## src/rtl/testbasic19_types.sv

```systemverilog
// rtl/testbasic19_types.sv - shared message, mode and arbiter-state types
package testbasic19_types;

    typedef enum logic {
        MODE_READ  = 1'b0,
        MODE_WRITE = 1'b1
    } mode_t;

    typedef struct packed {
        mode_t      mode;
        logic [7:0] x;
        logic [7:0] y;
    } CompoundType;

    typedef enum logic {
        IDLE = 1'b0,
        FULL = 1'b1
    } arb_state_t;

    localparam CompoundType COMPOUND_RESET = '{mode: MODE_READ, x: 8'd0, y: 8'd0};

endpackage

```

## src/rtl/compound_out_arbiter_if.sv

```systemverilog
// rtl/compound_out_arbiter_if.sv - producer/consumer bundle around the shared b_out port
interface compound_out_arbiter_if #(
    parameter int NUM_REQ = 4
);
    import testbasic19_types::*;

    localparam int IDW = (NUM_REQ > 1) ? $clog2(NUM_REQ) : 1;

    CompoundType          req_in [NUM_REQ];
    logic [NUM_REQ-1:0]   req_in_notify;
    logic [NUM_REQ-1:0]   req_in_sync;
    CompoundType          b_out;
    logic                 b_out_notify;
    logic                 b_out_sync;
    logic [IDW-1:0]       grant_id;

    modport master (
        input  req_in, req_in_notify, b_out_sync,
        output req_in_sync, b_out, b_out_notify, grant_id
    );

    modport slave (
        output req_in, req_in_notify, b_out_sync,
        input  req_in_sync, b_out, b_out_notify, grant_id
    );

endinterface

```

## src/rtl/compound_rr_pick.sv

```systemverilog
// rtl/compound_rr_pick.sv - combinational round-robin picker starting after last_grant
module compound_rr_pick #(
    parameter int NUM_REQ = 4,
    parameter int IDW     = (NUM_REQ > 1) ? $clog2(NUM_REQ) : 1
) (
    input  logic [NUM_REQ-1:0] i_req,
    input  logic [IDW-1:0]     i_last_grant,
    output logic               o_valid,
    output logic [IDW-1:0]     o_index
);

    logic [IDW-1:0] w_idx;

    // Scan farthest-first so the nearest candidate after last_grant is the last one written
    always_comb begin
        o_valid = 1'b0;
        o_index = '0;
        w_idx   = '0;
        for (int k = NUM_REQ; k >= 1; k--) begin
            w_idx = IDW'((int'(i_last_grant) + k) % NUM_REQ);
            if (i_req[w_idx]) begin
                o_valid = 1'b1;
                o_index = w_idx;
            end
        end
    end

endmodule

```

## src/rtl/compound_out_arbiter.sv

```systemverilog
// rtl/compound_out_arbiter.sv - round-robin arbiter with one-deep output register
module compound_out_arbiter #(
    parameter int NUM_REQ     = 4,
    parameter bit WRITE_FIRST = 1'b0
) (
    input  logic                   clk,
    input  logic                   rst,
    compound_out_arbiter_if.master bus
);
    import testbasic19_types::*;

    localparam int             IDW        = (NUM_REQ > 1) ? $clog2(NUM_REQ) : 1;
    localparam logic [IDW-1:0] LAST_RESET = IDW'(NUM_REQ - 1);

    arb_state_t         r_state;
    CompoundType        r_b_out;
    logic [IDW-1:0]     r_grant_id;
    logic [IDW-1:0]     r_last_grant;

    logic [NUM_REQ-1:0] w_wr_mask;
    logic               w_all_valid;
    logic [IDW-1:0]     w_all_idx;
    logic               w_wr_valid;
    logic [IDW-1:0]     w_wr_idx;
    logic               w_pick_valid;
    logic [IDW-1:0]     w_pick_idx;
    logic               w_can_accept;
    logic               w_xfer;

    // Write-class candidates; notify gates mode so idle requesters' data is never looked at
    always_comb begin
        w_wr_mask = '0;
        for (int i = 0; i < NUM_REQ; i++) begin
            w_wr_mask[i] = bus.req_in_notify[i] & (bus.req_in[i].mode == MODE_WRITE);
        end
    end

    compound_rr_pick #(.NUM_REQ(NUM_REQ), .IDW(IDW)) u_pick_all (
        .i_req        (bus.req_in_notify),
        .i_last_grant (r_last_grant),
        .o_valid      (w_all_valid),
        .o_index      (w_all_idx)
    );

    compound_rr_pick #(.NUM_REQ(NUM_REQ), .IDW(IDW)) u_pick_wr (
        .i_req        (w_wr_mask),
        .i_last_grant (r_last_grant),
        .o_valid      (w_wr_valid),
        .o_index      (w_wr_idx)
    );

    // Any write candidate is also a candidate, so the full-mask valid covers both classes
    assign w_pick_valid = w_all_valid;
    assign w_pick_idx   = (WRITE_FIRST && w_wr_valid) ? w_wr_idx : w_all_idx;

    assign w_can_accept = (r_state == IDLE) | ((r_state == FULL) & bus.b_out_sync);
    assign w_xfer       = w_can_accept & w_pick_valid & ~rst;

    // One-hot consume strobe back to the winning producer in the transfer cycle
    always_comb begin
        bus.req_in_sync = '0;
        if (w_xfer) begin
            bus.req_in_sync[w_pick_idx] = 1'b1;
        end
    end

    // Output register: load on transfer, drain to IDLE when accepted with nothing waiting
    always_ff @(posedge clk) begin
        if (rst) begin
            r_state      <= IDLE;
            r_b_out      <= COMPOUND_RESET;
            r_grant_id   <= '0;
            r_last_grant <= LAST_RESET;
        end else if (w_xfer) begin
            r_state      <= FULL;
            r_b_out      <= bus.req_in[w_pick_idx];
            r_grant_id   <= w_pick_idx;
            r_last_grant <= w_pick_idx;
        end else if ((r_state == FULL) && bus.b_out_sync) begin
            r_state      <= IDLE;
        end
    end

    assign bus.b_out        = r_b_out;
    assign bus.b_out_notify = (r_state == FULL);
    assign bus.grant_id     = r_grant_id;

endmodule

```

## src/flat_wrapper.sv

```systemverilog
// flat-port wrapper written by rule: the top's interface ports become plain ports
module compound_out_arbiter_flat import testbasic19_types::*;
#(
    parameter int NUM_REQ     = 4,
    parameter bit WRITE_FIRST = 1'b0
)
  (clk, rst, bus_req_in, bus_req_in_notify, bus_b_out_sync, bus_req_in_sync, bus_b_out, bus_b_out_notify, bus_grant_id);
  compound_out_arbiter_if #(.NUM_REQ(NUM_REQ)) bus_i ();
  input  logic clk;
  input  logic rst;
  input wire logic [$bits(bus_i.req_in)-1:0] bus_req_in;
  input wire logic [$bits(bus_i.req_in_notify)-1:0] bus_req_in_notify;
  input wire logic [$bits(bus_i.b_out_sync)-1:0] bus_b_out_sync;
  output wire logic [$bits(bus_i.req_in_sync)-1:0] bus_req_in_sync;
  output wire logic [$bits(bus_i.b_out)-1:0] bus_b_out;
  output wire logic [$bits(bus_i.b_out_notify)-1:0] bus_b_out_notify;
  output wire logic [$bits(bus_i.grant_id)-1:0] bus_grant_id;
  assign bus_i.req_in = {>>{bus_req_in}};
  assign bus_i.req_in_notify = bus_req_in_notify;
  assign bus_i.b_out_sync = bus_b_out_sync;
  assign bus_req_in_sync = bus_i.req_in_sync;
  assign bus_b_out = bus_i.b_out;
  assign bus_b_out_notify = bus_i.b_out_notify;
  assign bus_grant_id = bus_i.grant_id;
  compound_out_arbiter #(.NUM_REQ(NUM_REQ), .WRITE_FIRST(WRITE_FIRST)) u_core (.clk(clk), .rst(rst), .bus(bus_i));
endmodule
```

## config.mk

```make
export PLATFORM = sky130hd
export DESIGN_NAME = compound_out_arbiter_flat
export DESIGN_NICKNAME = d
export VERILOG_FILES = /design/src/rtl/testbasic19_types.sv /design/src/rtl/compound_out_arbiter_if.sv /design/src/rtl/compound_rr_pick.sv /design/src/rtl/compound_out_arbiter.sv /design/src/flat_wrapper.sv
export SDC_FILE = /design/constraint.sdc
export NUM_CORES = 1
export LEC_CHECK = 0
export BUFFER_PORTS_ARGS = -buffer_cell sky130_fd_sc_hd__clkbuf_2
export CAP_MARGIN = 0
export CORE_MARGIN = 2
export CORE_UTILIZATION = 43
export CTS_CLUSTER_DIAMETER = 120
export DETAILED_ROUTE_END_ITERATION = 8
export GPL_ROUTABILITY_DRIVEN = 0
export GPL_TIMING_DRIVEN = 0
export PLACE_DENSITY_LB_ADDON = 0.1
export SLEW_MARGIN = 40
export SYNTH_ARGS = -nofsm -noshare
export SYNTH_HDL_FRONTEND = slang
export SYNTH_SLANG_ARGS = --single-unit
```

## constraint.sdc

```tcl
create_clock -name clk -period 3 [get_ports clk]
set_input_delay 0.9 -clock clk [delete_from_list [all_inputs] [get_ports clk]]
set_output_delay 0.9 -clock clk [all_outputs]
set_load 0.02 [all_outputs]
```

-- Word-level counts from Yosys, hierarchy flattened
Cells that the tools add are included.
- flip-flop bits (word level): 22
- $add $sub $neg: 4
- magnitude comparators: 7
- muxes and demuxes: 24
- bitwise logic cells: 7
- reductions and logical operators: 3
- operators with widths (kind ; number):
    17-bit binary-select mux with 2-bit select ; 1
    17-bit two-way mux ; 2
    2-bit by 3-bit less-than comparator with 1-bit output (second input constant) ; 5
    1-bit two-way mux ; 11
    1-bit binary-select mux with 2-bit select ; 4
    2-bit two-way mux ; 4
    2-bit by 1-bit adder with 2-bit output (second input constant) ; 2
    2-bit adder (second input constant) ; 2
    4-bit two-way mux ; 1
    1-bit bitwise AND ; 3
    3-bit greater-or-equal comparator (second input constant) ; 1
    2-bit NOT with 3-bit output ; 1
    1-bit demux with 2-bit select ; 1
    2-bit by 1-bit greater-or-equal comparator with 1-bit output (second input constant) ; 1
    1-bit logical AND ; 2
    1-bit NOT ; 2
    2-bit nonzero test ; 1
    1-bit OR ; 1

-- Longest topological paths before layout
- depth after elaboration: 12
- depth in mapped cells: 7

-- Hierarchy
A second synthesis with hierarchy kept.
- cells, all modules: 95
- area, all modules: 1246.2 um2
- modules (own cells, without submodules) (module ; times used ; cells each ; area an instance (um2) ; sequential area each (um2)):
    compound_out_arbiter ; 1 ; 81 ; 1154.9 ; 440.4
    compound_rr_pick ; 1 ; 14 ; 91.3 ; 0.0

-- Worst setup path before layout
OpenSTA, ideal clock, no wires.
- path type: in2out
- start: input bus_req_in_notify[2]
- end: output bus_req_in_sync[2]
- data arrival time: 2.036 ns
- data required time: 2.100 ns
- slack: 0.064 ns
- stages on the path: 7
- path buffers: 2
- cell sequence: or4_4 > buf_6 > nand2_4 > nor2_2 > nand2_8 > buf_12 > nor2_1
- cells in the longest elaborated chain, start to end: 11
- RTL lines (element ; line ; text):
    start: declaration ; flat_wrapper.sv:12 ; input wire logic [$bits(bus_i.req_in_notify)-1:0] bus_req_in_notify;
    1-bit binary-select mux with 2-bit select ; compound_rr_pick.sv:21 ; if (i_req[w_idx]) begin
    1-bit two-way mux (implied by the code) ; compound_rr_pick.sv:21 ;
    2-bit two-way mux (4 in a row) ; compound_rr_pick.sv:21 ;
    2-bit by 3-bit less-than comparator with 1-bit output (implied by the code) or 2-bit by 1-bit greater-or-equal comparator with 1-bit output (tied branches) ; compound_out_arbiter.sv:63 ; bus.req_in_sync[w_pick_idx] = 1'b1;
    1-bit logical AND (implied by the code) ; compound_out_arbiter.sv:63 ;
    1-bit two-way mux (implied by the code) ; compound_out_arbiter.sv:63 ;
    1-bit demux with 2-bit select ; n/a ;
    4-bit two-way mux (*) ; compound_out_arbiter.sv:62 ; if (w_xfer) begin
    end: declaration ; flat_wrapper.sv:14 ; output wire logic [$bits(bus_i.req_in_sync)-1:0] bus_req_in_sync;
Mark *: on every way between the ends. The rest lies on a longest branch, timed or not. The select of a mux whose other input is x is not followed.

-- Worst setup path in the final report
- start: input bus_req_in_notify[0]
- end: output bus_req_in_sync[1]
Same word-level chain as after synthesis.

==> impl_metrics.env <==
export IMPL_status="completed"
export IMPL_synthDistinctLibCells=38
export IMPL_setup_ws_ns=0.0558
export IMPL_layout_common_cells="clkbuf_2 (96), dfxtp_1 (22), mux2i_1 (19), buf_4 (17), and3_1 (17)"
export IMPL_numCtsBuffers=3
export IMPL_die_w_um=65.2
export IMPL_finalCritPeriodShare=0.981
export IMPL_antenna_left=0
export IMPL_grt_pass1_wl_mm=6.75
export IMPL_drc=0
export IMPL_fillers=364
export IMPL_clockRootBuffer="clkbuf_8"
export IMPL_final_common_cell="clkbuf_2"
export IMPL_pre_cts_ws_ns=-0.228
export IMPL_synth_xor_area_frac=0
export IMPL_synth_top_family_by_area="compound AO/OA/AOI/OAI gates"
export IMPL_cp_arrival_ns=2.04
export IMPL_num_antenna_cells=0
export IMPL_overflow=0
export IMPL_antenna_found_initial=0
export IMPL_worstSkewPairLatency_ns=0.27
export IMPL_syn_nets=245
export IMPL_vias_per_cell=4.91
export IMPL_path_cells="clkbuf_2, or4_4, nand2_8, nor3_4, inv_2, nor2_1, clkbuf_4"
export IMPL_slew_violations=0
export IMPL_max_stage_delay_ns=0.58
export IMPL_ys_async_sr_fraction=0
export IMPL_yosys_most_used_dff="dfxtp_1"
export IMPL_io_buffer_count=97
export IMPL_yosys_mux_area_fraction=0.118
export IMPL_design_core_area_um2=3630
export IMPL_grt_max_degree=13
export IMPL_hp_class="flop to flop"
export IMPL_dieArea_um2=4250
export IMPL_synthAdderAreaFrac=0
export IMPL_synth_compound_area_frac=0.334
export IMPL_htree_num_levels=1
export IMPL_max_freq_mhz=340
export IMPL_crit_path_end_kind="output pin"
export IMPL_initial_utilization=0.443
export IMPL_worst_slew_pin_slew_ns=0.381
export IMPL_critPathRequiredTime_ns=2.10
export IMPL_cp_top_family="simple AND/OR/NAND/NOR gates"
export IMPL_cts_tree="done"
export IMPL_hold_depth=2
export IMPL_cpMaxStageDelayCell="or4_4"
export IMPL_start_kind="input pin"
export IMPL_first_iter_violations=38
export IMPL_rrSetupSlack_ns=0.48
export IMPL_fin_crit_ns=2.94
export IMPL_final_cells=333
export IMPL_yosys_area_share_simple=0.193
export IMPL_dp_cells=315
export IMPL_multiInputGateArea_um2=1060
export IMPL_rsz0062_at_grt="false"
export IMPL_ir_drop_uv=211
export IMPL_clock_skew_ns=0.00504
export IMPL_drive_gt1_frac=0.561
export IMPL_max_clock_path_buffers=2
export IMPL_synth_edf_count=0
export IMPL_leakagePower_nw=1.20
export IMPL_fp_row_count=22
export IMPL_drv_cap=0
export IMPL_clk_pin_slew_ns=0.08
export IMPL_hold_violations=0
export IMPL_die_y_um=65.2
export IMPL_area_delta_synth_final_pct=44.6
export IMPL_critPathBufInv=3
export IMPL_wire_per_inst_um=12.7
export IMPL_powerDensity_nw_per_um2=426
export IMPL_vias=1636
export IMPL_io_pins=99
export IMPL_synth_seq_cells=22
export IMPL_cts_hold_fix_buffers=0
export IMPL_r2r_end="u_core.bus.b_out[4]"
export IMPL_hold_start="u_core.bus.b_out[15]"
export IMPL_wl_mm=4.21
export IMPL_seqCellArea_um2=440
export IMPL_ys_warn_count=0
export IMPL_rr_worst_depth=15
export IMPL_fin_nets=361
export IMPL_groute_usage_overall=0.202
export IMPL_firstDrtPassIters=4
export IMPL_grt_pass1_vias=1544
export IMPL_syn_area_per_cell_um2=9.47
export IMPL_relSlewSlack=0.746
export IMPL_finalSetupViolCount=0
export IMPL_crit_type="input pin to output pin"
export IMPL_dp_hpwl_mm=3.30
export IMPL_worstHoldEndpoint="u_core.bus.b_out[15]"
export IMPL_regToRegStartpoint="u_core.r_last_grant[1]"
export IMPL_path_max_fanout=5
export IMPL_ys_seq_area_frac=0.274
export IMPL_clkSinkCount=22
export IMPL_synth_cells=170
export IMPL_synth_area_um2=1610
[per-layer routing]
layer,GRT usage,vias to the layer above,routed length [µm]
met3,0.0325,4,259
met4,0.0547,0,44
li1,-,853,-
met5,0,-,0
met1,0.248,730,1810
met2,0.364,49,2100
[per-stage QoR]
stage	hold WS [ns]	setup TNS (ns)	power (mW)	cell area, µm²	utilization
after floorplan	0.523	0	0.630	1610	-
after global placement	0.445	-0.684	0.752	2160	0.593
after detailed placement	0.448	-0.727	0.755	2160	0.593
after CTS	0.475	0	0.994	2290	0.631
after global routing	0.487	0	1.05	2330	0.641
final	0.468	0	0.992	2330	0.641
[Yosys cell counts, types with 2 or more instances]
cell type   n  share of area
nand2_2     2         0.0078
o211ai_1    6          0.028
a21boi_0   17          0.079
buf_12      2          0.025
o21ai_0     3         0.0093
inv_1       2         0.0047
nand2_1    16          0.037
clkbuf_1    4         0.0093
a21oi_1     4          0.012
nor2_1      7          0.016
nand2b_1    2         0.0078
o211ai_2   10          0.078
o21ai_1     3         0.0093
o21ai_2    10          0.054
and3_1     17          0.066
mux2i_1    19           0.12
buf_6       4          0.028
dfxtp_1    22           0.27
[worst min-delay path: cells and delay by family (launching register included)]
kind / cells / cell delay, ns
DFF: 1 / 0.33
and+or+nand+nor: 1 / 0.06
AOI/OAI and AO/OA: 1 / 0.05
[where the power goes]
group	total, mW	switching [mW]	internal, mW
sequential	0.355	0.0233	0.332
combinational	0.419	0.218	0.201
clock	0.218	0.100	0.117
[flip-flops by register name, indices dropped and copies added (netlist names)]
name	cells
u_core.bus.b_out	17
u_core.bus.grant_id	2
u_core.r_last_grant	2
u_core.bus.b_out_notify	1
[worst max path at each step]
stage	slack, ns	depth (start not counted)	from	end
2_1_floorplan	0.06	7	bus_req_in_notify[2]	bus_req_in_sync[2]
3_3_place_gp	-0.22	9	bus_req_in_notify[3]	bus_req_in_sync[2]
3_5_place_dp	-0.23	9	bus_req_in_notify[3]	bus_req_in_sync[2]
4_1_cts	0.004	7	bus_req_in_notify[2]	bus_req_in_sync[1]
5_1_grt	0.02	7	bus_req_in_notify[0]	bus_req_in_sync[1]
6_report	0.06	7	bus_req_in_notify[0]	bus_req_in_sync[1]
[what timing repair did]
| action | in CTS | in global routing |
|---|---|---|
| setup endpoints to repair | 4 | 5 |
| endpoints found under the hold margin | 0 | 0 |
| setup buffers | 13 | 3 |
| gates resized for setup | 4 | 7 |
| pin swaps | 1 | 2 |
[area by class of cell]
class                      count  area share
tap                           48      0.0258
multi-input combinational    133       0.455
timing repair buffer         113       0.261
inverter                       2     0.00322
buffer                        11      0.0419
clock buffer                   4      0.0236
sequential                    22       0.189
[cell families after synthesis]
| logic type | after synthesis |
|---|---|
| buf+inv | 15 |
| mux | 19 |
| compound gates | 61 |
| flops | 22 |
| simple gates | 53 |
No activity file was read; power rests on OpenSTA's default activity.
